## src/rtl/axis_rx_mon_pkg.sv

```systemverilog
// axis_rx_mon_pkg: backpressure mode encodings, LFSR constants and tkeep helpers
// shared by the RX monitor top and its per-channel statistics block.
package axis_rx_mon_pkg;

    typedef enum logic [1:0] {
        MODE_ALWAYS = 2'd0,
        MODE_NEVER  = 2'd1,
        MODE_DUTY   = 2'd2,
        MODE_RANDOM = 2'd3
    } mode_e;

    localparam logic [15:0] LFSR_SEED = 16'hACE1;
    // Taps for x^16 + x^14 + x^13 + x^11 + 1; bit 15 is the x^16 term.
    localparam logic [15:0] LFSR_TAPS = 16'hB400;

    // The keep helpers take a zero-extended keep vector of this many lanes.
    localparam int MAX_KW = 256;
    localparam int POPW   = 9;

    function automatic logic [POPW-1:0] popcount(input logic [MAX_KW-1:0] v);
        logic [POPW-1:0] cnt;
        cnt = '0;
        for (int i = 0; i < MAX_KW; i++) begin
            cnt = cnt + POPW'(v[i]);
        end
        return cnt;
    endfunction

    // True when v is 2^k-1 for some k >= 1 (a non-empty run of ones from lane 0).
    function automatic logic keep_contiguous(input logic [MAX_KW-1:0] v);
        return (v != '0) && ((v & (v + MAX_KW'(1))) == '0);
    endfunction

endpackage

```

## src/rtl/axis_rx_chan_stats.sv

```systemverilog
// axis_rx_chan_stats: one RX channel's random-ready LFSR, incrementing-byte
// payload checker, sequence counter and beat/packet/byte/error statistics.
module axis_rx_chan_stats
    import axis_rx_mon_pkg::*;
#(
    parameter int          DW   = 128,
    parameter int          CW   = 32,
    parameter logic [15:0] SEED = LFSR_SEED
) (
    input  logic            clk,
    input  logic            resetn,
    input  logic [DW-1:0]   i_tdata,
    input  logic [DW/8-1:0] i_tkeep,
    input  logic            i_tlast,
    input  logic            i_tvalid,
    input  logic            i_tready,
    input  logic            i_clear,
    output logic            o_lfsrBit,
    output logic [CW-1:0]   o_beats,
    output logic [CW-1:0]   o_pkts,
    output logic [CW-1:0]   o_bytes,
    output logic [CW-1:0]   o_errs
);

    localparam int KW = DW / 8;

    logic [15:0]       r_lfsr;
    logic [7:0]        r_seq;
    logic [CW-1:0]     r_beats;
    logic [CW-1:0]     r_pkts;
    logic [CW-1:0]     r_bytes;
    logic [CW-1:0]     r_errs;

    logic              w_lfsrFb;
    logic [MAX_KW-1:0] w_keepExt;
    logic [POPW-1:0]   w_popCnt;
    logic              w_laneErr;
    logic              w_keepErr;
    logic              w_beatErr;
    logic              w_accept;

    assign w_lfsrFb  = ^(r_lfsr & LFSR_TAPS);
    assign w_accept  = i_tvalid & i_tready;
    assign w_popCnt  = popcount(w_keepExt);
    assign w_beatErr = w_laneErr | w_keepErr;

    assign o_lfsrBit = r_lfsr[0];
    assign o_beats   = r_beats;
    assign o_pkts    = r_pkts;
    assign o_bytes   = r_bytes;
    assign o_errs    = r_errs;

    // Widen tkeep to the helper width so the package functions fit any DW.
    always_comb begin
        w_keepExt         = '0;
        w_keepExt[KW-1:0] = i_tkeep;
    end

    // Flag a lane error when any kept lane differs from (seq + lane) mod 256.
    always_comb begin
        w_laneErr = 1'b0;
        for (int i = 0; i < KW; i++) begin
            if (i_tkeep[i] && (i_tdata[i*8 +: 8] != (r_seq + 8'(i)))) begin
                w_laneErr = 1'b1;
            end
        end
    end

    // Non-last beats must be full; last beats must be a non-empty low-contiguous run.
    always_comb begin
        if (i_tlast) begin
            w_keepErr = ~keep_contiguous(w_keepExt);
        end else begin
            w_keepErr = (i_tkeep != '1);
        end
    end

    // Free-running Fibonacci LFSR; clear does not touch it, and a zero state reloads the seed.
    always_ff @(posedge clk or negedge resetn) begin
        if (!resetn) begin
            r_lfsr <= SEED;
        end else if (r_lfsr == 16'h0000) begin
            r_lfsr <= SEED;
        end else begin
            r_lfsr <= {r_lfsr[14:0], w_lfsrFb};
        end
    end

    // Sequence and statistics update on each accepted beat; clear wins over an accept.
    always_ff @(posedge clk or negedge resetn) begin
        if (!resetn) begin
            r_seq   <= 8'd0;
            r_beats <= '0;
            r_pkts  <= '0;
            r_bytes <= '0;
            r_errs  <= '0;
        end else if (i_clear) begin
            r_seq   <= 8'd0;
            r_beats <= '0;
            r_pkts  <= '0;
            r_bytes <= '0;
            r_errs  <= '0;
        end else if (w_accept) begin
            r_beats <= r_beats + CW'(1);
            r_bytes <= r_bytes + CW'(w_popCnt);
            if (i_tlast) begin
                r_pkts <= r_pkts + CW'(1);
                r_seq  <= 8'd0;
            end else begin
                r_seq  <= r_seq + w_popCnt[7:0];
            end
            if (w_beatErr && (r_errs != '1)) begin
                r_errs <= r_errs + CW'(1);
            end
        end
    end

endmodule

```

## src/rtl/axis_rx_monitor.sv

```systemverilog
// axis_rx_monitor: multi-channel AXI-Stream sink with selectable backpressure,
// per-channel payload checking and a registered statistics readout port.
module axis_rx_monitor
    import axis_rx_mon_pkg::*;
#(
    parameter int DW  = 128,
    parameter int NCH = 2,
    parameter int CW  = 32
) (
    input  logic                                   clk,
    input  logic                                   resetn,
    input  logic [NCH*DW-1:0]                      s_tdata,
    input  logic [NCH*(DW/8)-1:0]                  s_tkeep,
    input  logic [NCH-1:0]                         s_tlast,
    input  logic [NCH-1:0]                         s_tvalid,
    output logic [NCH-1:0]                         s_tready,
    input  logic [1:0]                             mode,
    input  logic [3:0]                             duty,
    input  logic                                   clear,
    input  logic [((NCH > 1) ? $clog2(NCH) : 1)-1:0] stat_sel,
    output logic [CW-1:0]                          stat_beats,
    output logic [CW-1:0]                          stat_pkts,
    output logic [CW-1:0]                          stat_bytes,
    output logic [CW-1:0]                          stat_errs
);

    localparam int KW   = DW / 8;
    localparam int SELW = (NCH > 1) ? $clog2(NCH) : 1;

    logic [3:0]     r_dutyCnt;
    logic [NCH-1:0] r_tready;
    logic [CW-1:0]  r_statBeats;
    logic [CW-1:0]  r_statPkts;
    logic [CW-1:0]  r_statBytes;
    logic [CW-1:0]  r_statErrs;

    logic [NCH-1:0] w_readyNext;
    logic [NCH-1:0] w_lfsrBit;
    logic [CW-1:0]  w_beats [NCH];
    logic [CW-1:0]  w_pkts  [NCH];
    logic [CW-1:0]  w_bytes [NCH];
    logic [CW-1:0]  w_errs  [NCH];
    logic [CW-1:0]  w_selBeats;
    logic [CW-1:0]  w_selPkts;
    logic [CW-1:0]  w_selBytes;
    logic [CW-1:0]  w_selErrs;

    assign s_tready   = r_tready;
    assign stat_beats = r_statBeats;
    assign stat_pkts  = r_statPkts;
    assign stat_bytes = r_statBytes;
    assign stat_errs  = r_statErrs;

    for (genvar c = 0; c < NCH; c++) begin : g_chan
        axis_rx_chan_stats #(
            .DW   (DW),
            .CW   (CW),
            .SEED (LFSR_SEED ^ 16'(c))
        ) u_chan (
            .clk       (clk),
            .resetn    (resetn),
            .i_tdata   (s_tdata[c*DW +: DW]),
            .i_tkeep   (s_tkeep[c*KW +: KW]),
            .i_tlast   (s_tlast[c]),
            .i_tvalid  (s_tvalid[c]),
            .i_tready  (r_tready[c]),
            .i_clear   (clear),
            .o_lfsrBit (w_lfsrBit[c]),
            .o_beats   (w_beats[c]),
            .o_pkts    (w_pkts[c]),
            .o_bytes   (w_bytes[c]),
            .o_errs    (w_errs[c])
        );
    end

    // Next-cycle tready from the mode alone; tvalid never feeds this path.
    always_comb begin
        w_readyNext = '0;
        for (int c = 0; c < NCH; c++) begin
            case (mode_e'(mode))
                MODE_ALWAYS: w_readyNext[c] = 1'b1;
                MODE_NEVER:  w_readyNext[c] = 1'b0;
                MODE_DUTY:   w_readyNext[c] = (r_dutyCnt < duty);
                MODE_RANDOM: w_readyNext[c] = w_lfsrBit[c];
                default:     w_readyNext[c] = 1'b0;
            endcase
        end
    end

    // Shared duty counter and registered tready; clear leaves both alone.
    always_ff @(posedge clk or negedge resetn) begin
        if (!resetn) begin
            r_dutyCnt <= 4'd0;
            r_tready  <= '0;
        end else begin
            r_dutyCnt <= r_dutyCnt + 4'd1;
            r_tready  <= w_readyNext;
        end
    end

    // Select one channel's counters; a select beyond NCH matches nothing and reads zero.
    always_comb begin
        w_selBeats = '0;
        w_selPkts  = '0;
        w_selBytes = '0;
        w_selErrs  = '0;
        for (int c = 0; c < NCH; c++) begin
            if (stat_sel == SELW'(c)) begin
                w_selBeats = w_beats[c];
                w_selPkts  = w_pkts[c];
                w_selBytes = w_bytes[c];
                w_selErrs  = w_errs[c];
            end
        end
    end

    // Register the readout so stat_* lag stat_sel and counter updates by one cycle.
    always_ff @(posedge clk or negedge resetn) begin
        if (!resetn) begin
            r_statBeats <= '0;
            r_statPkts  <= '0;
            r_statBytes <= '0;
            r_statErrs  <= '0;
        end else begin
            r_statBeats <= w_selBeats;
            r_statPkts  <= w_selPkts;
            r_statBytes <= w_selBytes;
            r_statErrs  <= w_selErrs;
        end
    end

endmodule

```

## config.mk

```make
export PLATFORM = sky130hd
export DESIGN_NAME = axis_rx_monitor
export DESIGN_NICKNAME = d
export VERILOG_FILES = /design/src/rtl/axis_rx_mon_pkg.sv /design/src/rtl/axis_rx_chan_stats.sv /design/src/rtl/axis_rx_monitor.sv
export SDC_FILE = /design/constraint.sdc
export NUM_CORES = 1
export LEC_CHECK = 0
export CORE_MARGIN = 1.5
export CORE_UTILIZATION = 40
export CTS_BUF_LIST = sky130_fd_sc_hd__clkbuf_16
export DETAILED_ROUTE_END_ITERATION = 10
export HOLD_SLACK_MARGIN = 0.15
export PLACE_DENSITY_LB_ADDON = 0.3
export SLEW_MARGIN = 10
export SYNTH_ARGS = -nofsm -noshare
export SYNTH_HDL_FRONTEND = slang
export SYNTH_SLANG_ARGS = --single-unit
```

## constraint.sdc

```tcl
create_clock -name clk -period 7.5 [get_ports clk]
set_input_delay 1.125 -clock clk [delete_from_list [all_inputs] [get_ports clk]]
set_output_delay 1.125 -clock clk [all_outputs]
set_load 0.05 [all_outputs]
```

==> summary.md <==
| Metric | Value |
|---|---|
| Max Cap Viol | `0` |
| Worst Hold Class | `flop to flop` |
| Fillers | `6307` |
| Leak Pwr | `14.5 nW` |
| Vias per cell | `5.30` |
| Total iterations of the first detailed-routing run | `5` |
| Post-CTS Setup Inserts | `0` |
| CTS Buf Count | `47` |
| Initial core utilization | `40.3%` |
| Tot GR Track Use | `22.6%` |
| Finish-stage setup viols | `0` |
| Clock sinks | `438` |
| Non-Filler Instances | `4177` |
| Initial antenna violation count | `3` |
| # hold bufs at CTS | `0` |
| CP Launch Type | `input pin` |
| Final worst path period share | `91.2%` |
| Worst-Margin Slew | `1.12 ns` |
| Initial drt markers | `1546` |
| Worst-Skew Late Latency | `0.59 ns` |
| CTS resizes | `0` |
| Post-synth EDFFs | `0` |
| Max VDD drop | `0.177 mV` |
| Mapped Avg Cell Area | `9.55 um^2` |
| Layout Skew | `0.00789 ns` |
| Top-count cell post-synth | `dfrtp_1` |
| Unrepaired setup endpoints after global routing | `false` |
| Number of storage elements in the synthesis netlist | `438` |
| Post-Syn Area | `27600 um^2` |
| Ys async rst share | `100%` |
| Final min period | `6.84 ns` |
| I/O pin count | `432` |
| Cell Rows | `96` |
| Largest cells by area after synthesis | `dfrtp_1 (38%), xnor2_1 (8.8%), xor2_1 (7.1%)` |
| Top cells by count, synth | `dfrtp_1 (423), nor2_1 (295), xnor2_1 (278)` |
| Count of cell types in the netlist | `83` |
| Core outline area | `68300 um^2` |
| Die area | `70500 um^2` |
| Port bufs | `431` |
| DP Cell Count | `4086` |
| Syn nets | `3290` |
| Worst Path Required | `8.01 ns` |
| DR WL/cell | `19.3 um` |
| Yosys top cell by area | `dfrtp_1` |
| Worst hold margin | `0.380 ns` |
| Final wirelength | `80600 um` |
| Rel. slew slack | `25.4%` |
| Main synth FF type | `dfrtp_1` |
| CTS max path bufs | `3` |
| DP Area | `32600 um^2` |
| Hold Vio Cnt, Final | `0` |
| CTS H-tree depth | `2` |
| Post-synthesis sequential area ratio | `39.8%` |
| Setup TNS | `0 ns` |
| Hpwl dp | `58300 um` |
| Vias in the first global route | `21783` |
| Post-route design area | `34100 um^2` |
| Multi-input logic area | `15500 um^2` |
| Synth Instances | `2886` |
| CTS tree | `yes` |
| Crit end category | `flop` |
| P per Cell Area | `183 nW/um^2` |
| Fin. max-slew vios | `0` |
| Status | `completed` |
| GP Congestion | `0.941` |
| Largest net degree at the start of global routing | `218` |
| Antenna viol nets, final | `0` |
| DRC errors left | `0` |
| Die Wd | `265 um` |
| Sequential Area | `11000 um^2` |
| Synth top area share | `38.4%` |
| Final net count | `3657` |
| Worst Path Max Fanout | `5` |
| Worst Setup Path Type | `input pin to flop` |
| Clock root buffer | `clkbuf_16` |
| CP Data Arrival Time | `7.34 ns` |
| Pwr Total | `6.24 mW` |
| Overflow after GRT | `0` |
| Layout cell share with drive strength beyond 1 | `9.30%` |
| Via count | `22141` |
| First-pass GRT wire length | `126000 um` |
| Fmax | `146 MHz` |
| Clock slew at reported path FFs | `0.06 ns` |
| Area Overhead vs Synth | `23.8%` |
| Yosys warnings | `0` |
| Chip Height | `265 um` |
-- cells by family (layout without fill, tap and decap cells) --
family	Yosys count	count (layout)	share of synthesized area (%)
compound gates	366	366	8.44
xor+xnor	504	504	16.1
fa+ha+maj	102	102	5.29
buf+inv	266	670	4.03
flops	438	438	39.8
mux	164	164	6.81
other cells	0	5	0
simple gates	1046	1046	19.5
-- layer usage --
| metal | global-route usage, % | share of wire, % | vias to the layer above |
|---|---|---|---|
| met5 | 0 | 0 | - |
| met4 | 5.96 | 2.4 | 0 |
| li1 | - | - | 10655 |
| met1 | 31.6 | 46 | 10729 |
| met2 | 36.1 | 46 | 626 |
| met3 | 3.92 | 6.0 | 131 |
-- cell type report --
type	instances	area share, %
Antenna cell	5	0.0367
Clock buffer	47	3.45
Clock inverter	39	0.818
Inverter	112	1.23
Multi-Input combinational cell	2182	45.4
Sequential cell	438	32.2
Tap cell	882	3.24
Timing Repair Buffer	472	13.7
-- registers in the layout (all words and copies together) (netlist names), 32 cells and up --
register / count
g_chan.u_chan.o_beats: 64
g_chan.u_chan.o_bytes: 64
g_chan.u_chan.o_errs: 64
g_chan.u_chan.o_pkts: 64
g_chan.u_chan.r_lfsr: 32
stat_beats: 32
stat_bytes: 32
stat_errs: 32
stat_pkts: 32
-- power by group --
group	switching (mW)	leakage (nW)	internal, mW
combinational	0.855	7.78	0.706
sequential	0.0476	6.00	2.40
clock	0.984	0.763	1.25
total	1.89	14.5	4.35
-- per-stage QoR --
stage	setup WS, ns	util [%]
floorplan	1.18	-
global placement	0.186	47.7
detailed placement	0.127	47.7
CTS	0.732	49.9
global route	0.278	49.9
finish	0.663	49.9
-- cells in the final DEF (no fill, tap or decap), types with 17 or more instances in the layout --
| master | n |
|---|---|
| buf_4 | 39 |
| and3_1 | 56 |
| a21oi_1 | 120 |
| xnor2_1 | 278 |
| xor2_1 | 224 |
| or3_1 | 46 |
| nand3_1 | 120 |
| or4_1 | 17 |
| dfrtp_1 | 423 |
| nand2_1 | 169 |
| nor2_1 | 295 |
| nand4_1 | 79 |
| ha_1 | 78 |
| inv_1 | 123 |
| o21ai_0 | 82 |
| and2_1 | 21 |
| o31ai_1 | 18 |
| a21o_1 | 18 |
| clkbuf_16 | 47 |
| clkdlybuf4s50_1 | 428 |
| fa_1 | 24 |
| nor3_1 | 44 |
| and4_1 | 22 |
| mux2_2 | 139 |
| nor2b_1 | 72 |
| nand2b_1 | 29 |
| nor4_1 | 32 |
-- worst max-delay path, cell delays in order --
cell and delay [ns]:
clkdlybuf4s50_1 0.53, inv_1 0.08, ha_1 0.29, inv_1 0.07, fa_1 0.45, fa_1 0.51
fa_1 0.55, fa_1 0.43, fa_1 0.41, fa_1 0.53, fa_1 0.44, nor2b_1 0.15
o21ai_0 0.11, a21boi_0 0.33, o2111a_1 0.31, and2_1 0.22, nand4_1 0.24, or3_1 0.41
a21oi_1 0.14
-- path summary, 6_finish.rpt --
kind / endpoint / slack, ns / startpoint / depth (start not counted)
setup / recovery: g_chan[0].u_chan.o_bytes[30] / 0.66 / s_tkeep[0] / 19
min in group asynchronous: g_chan[0].u_chan.o_pkts[24] / 0.60 / resetn / 1
max in group asynchronous: g_chan[1].u_chan.o_beats[3] / 5.36 / resetn / 2
setup reg to reg: g_chan[1].u_chan.o_errs[22] / 2.40 / g_chan[1].u_chan.r_seq[1] / 10
hold reg to reg: g_chan[1].u_chan.r_lfsr[2] / 0.38 / g_chan[1].u_chan.r_lfsr[1] / 0
hold / removal: g_chan[1].u_chan.r_lfsr[2] / 0.38 / g_chan[1].u_chan.r_lfsr[1] / 0
Note: power is estimated with default switching activity, not from simulation.
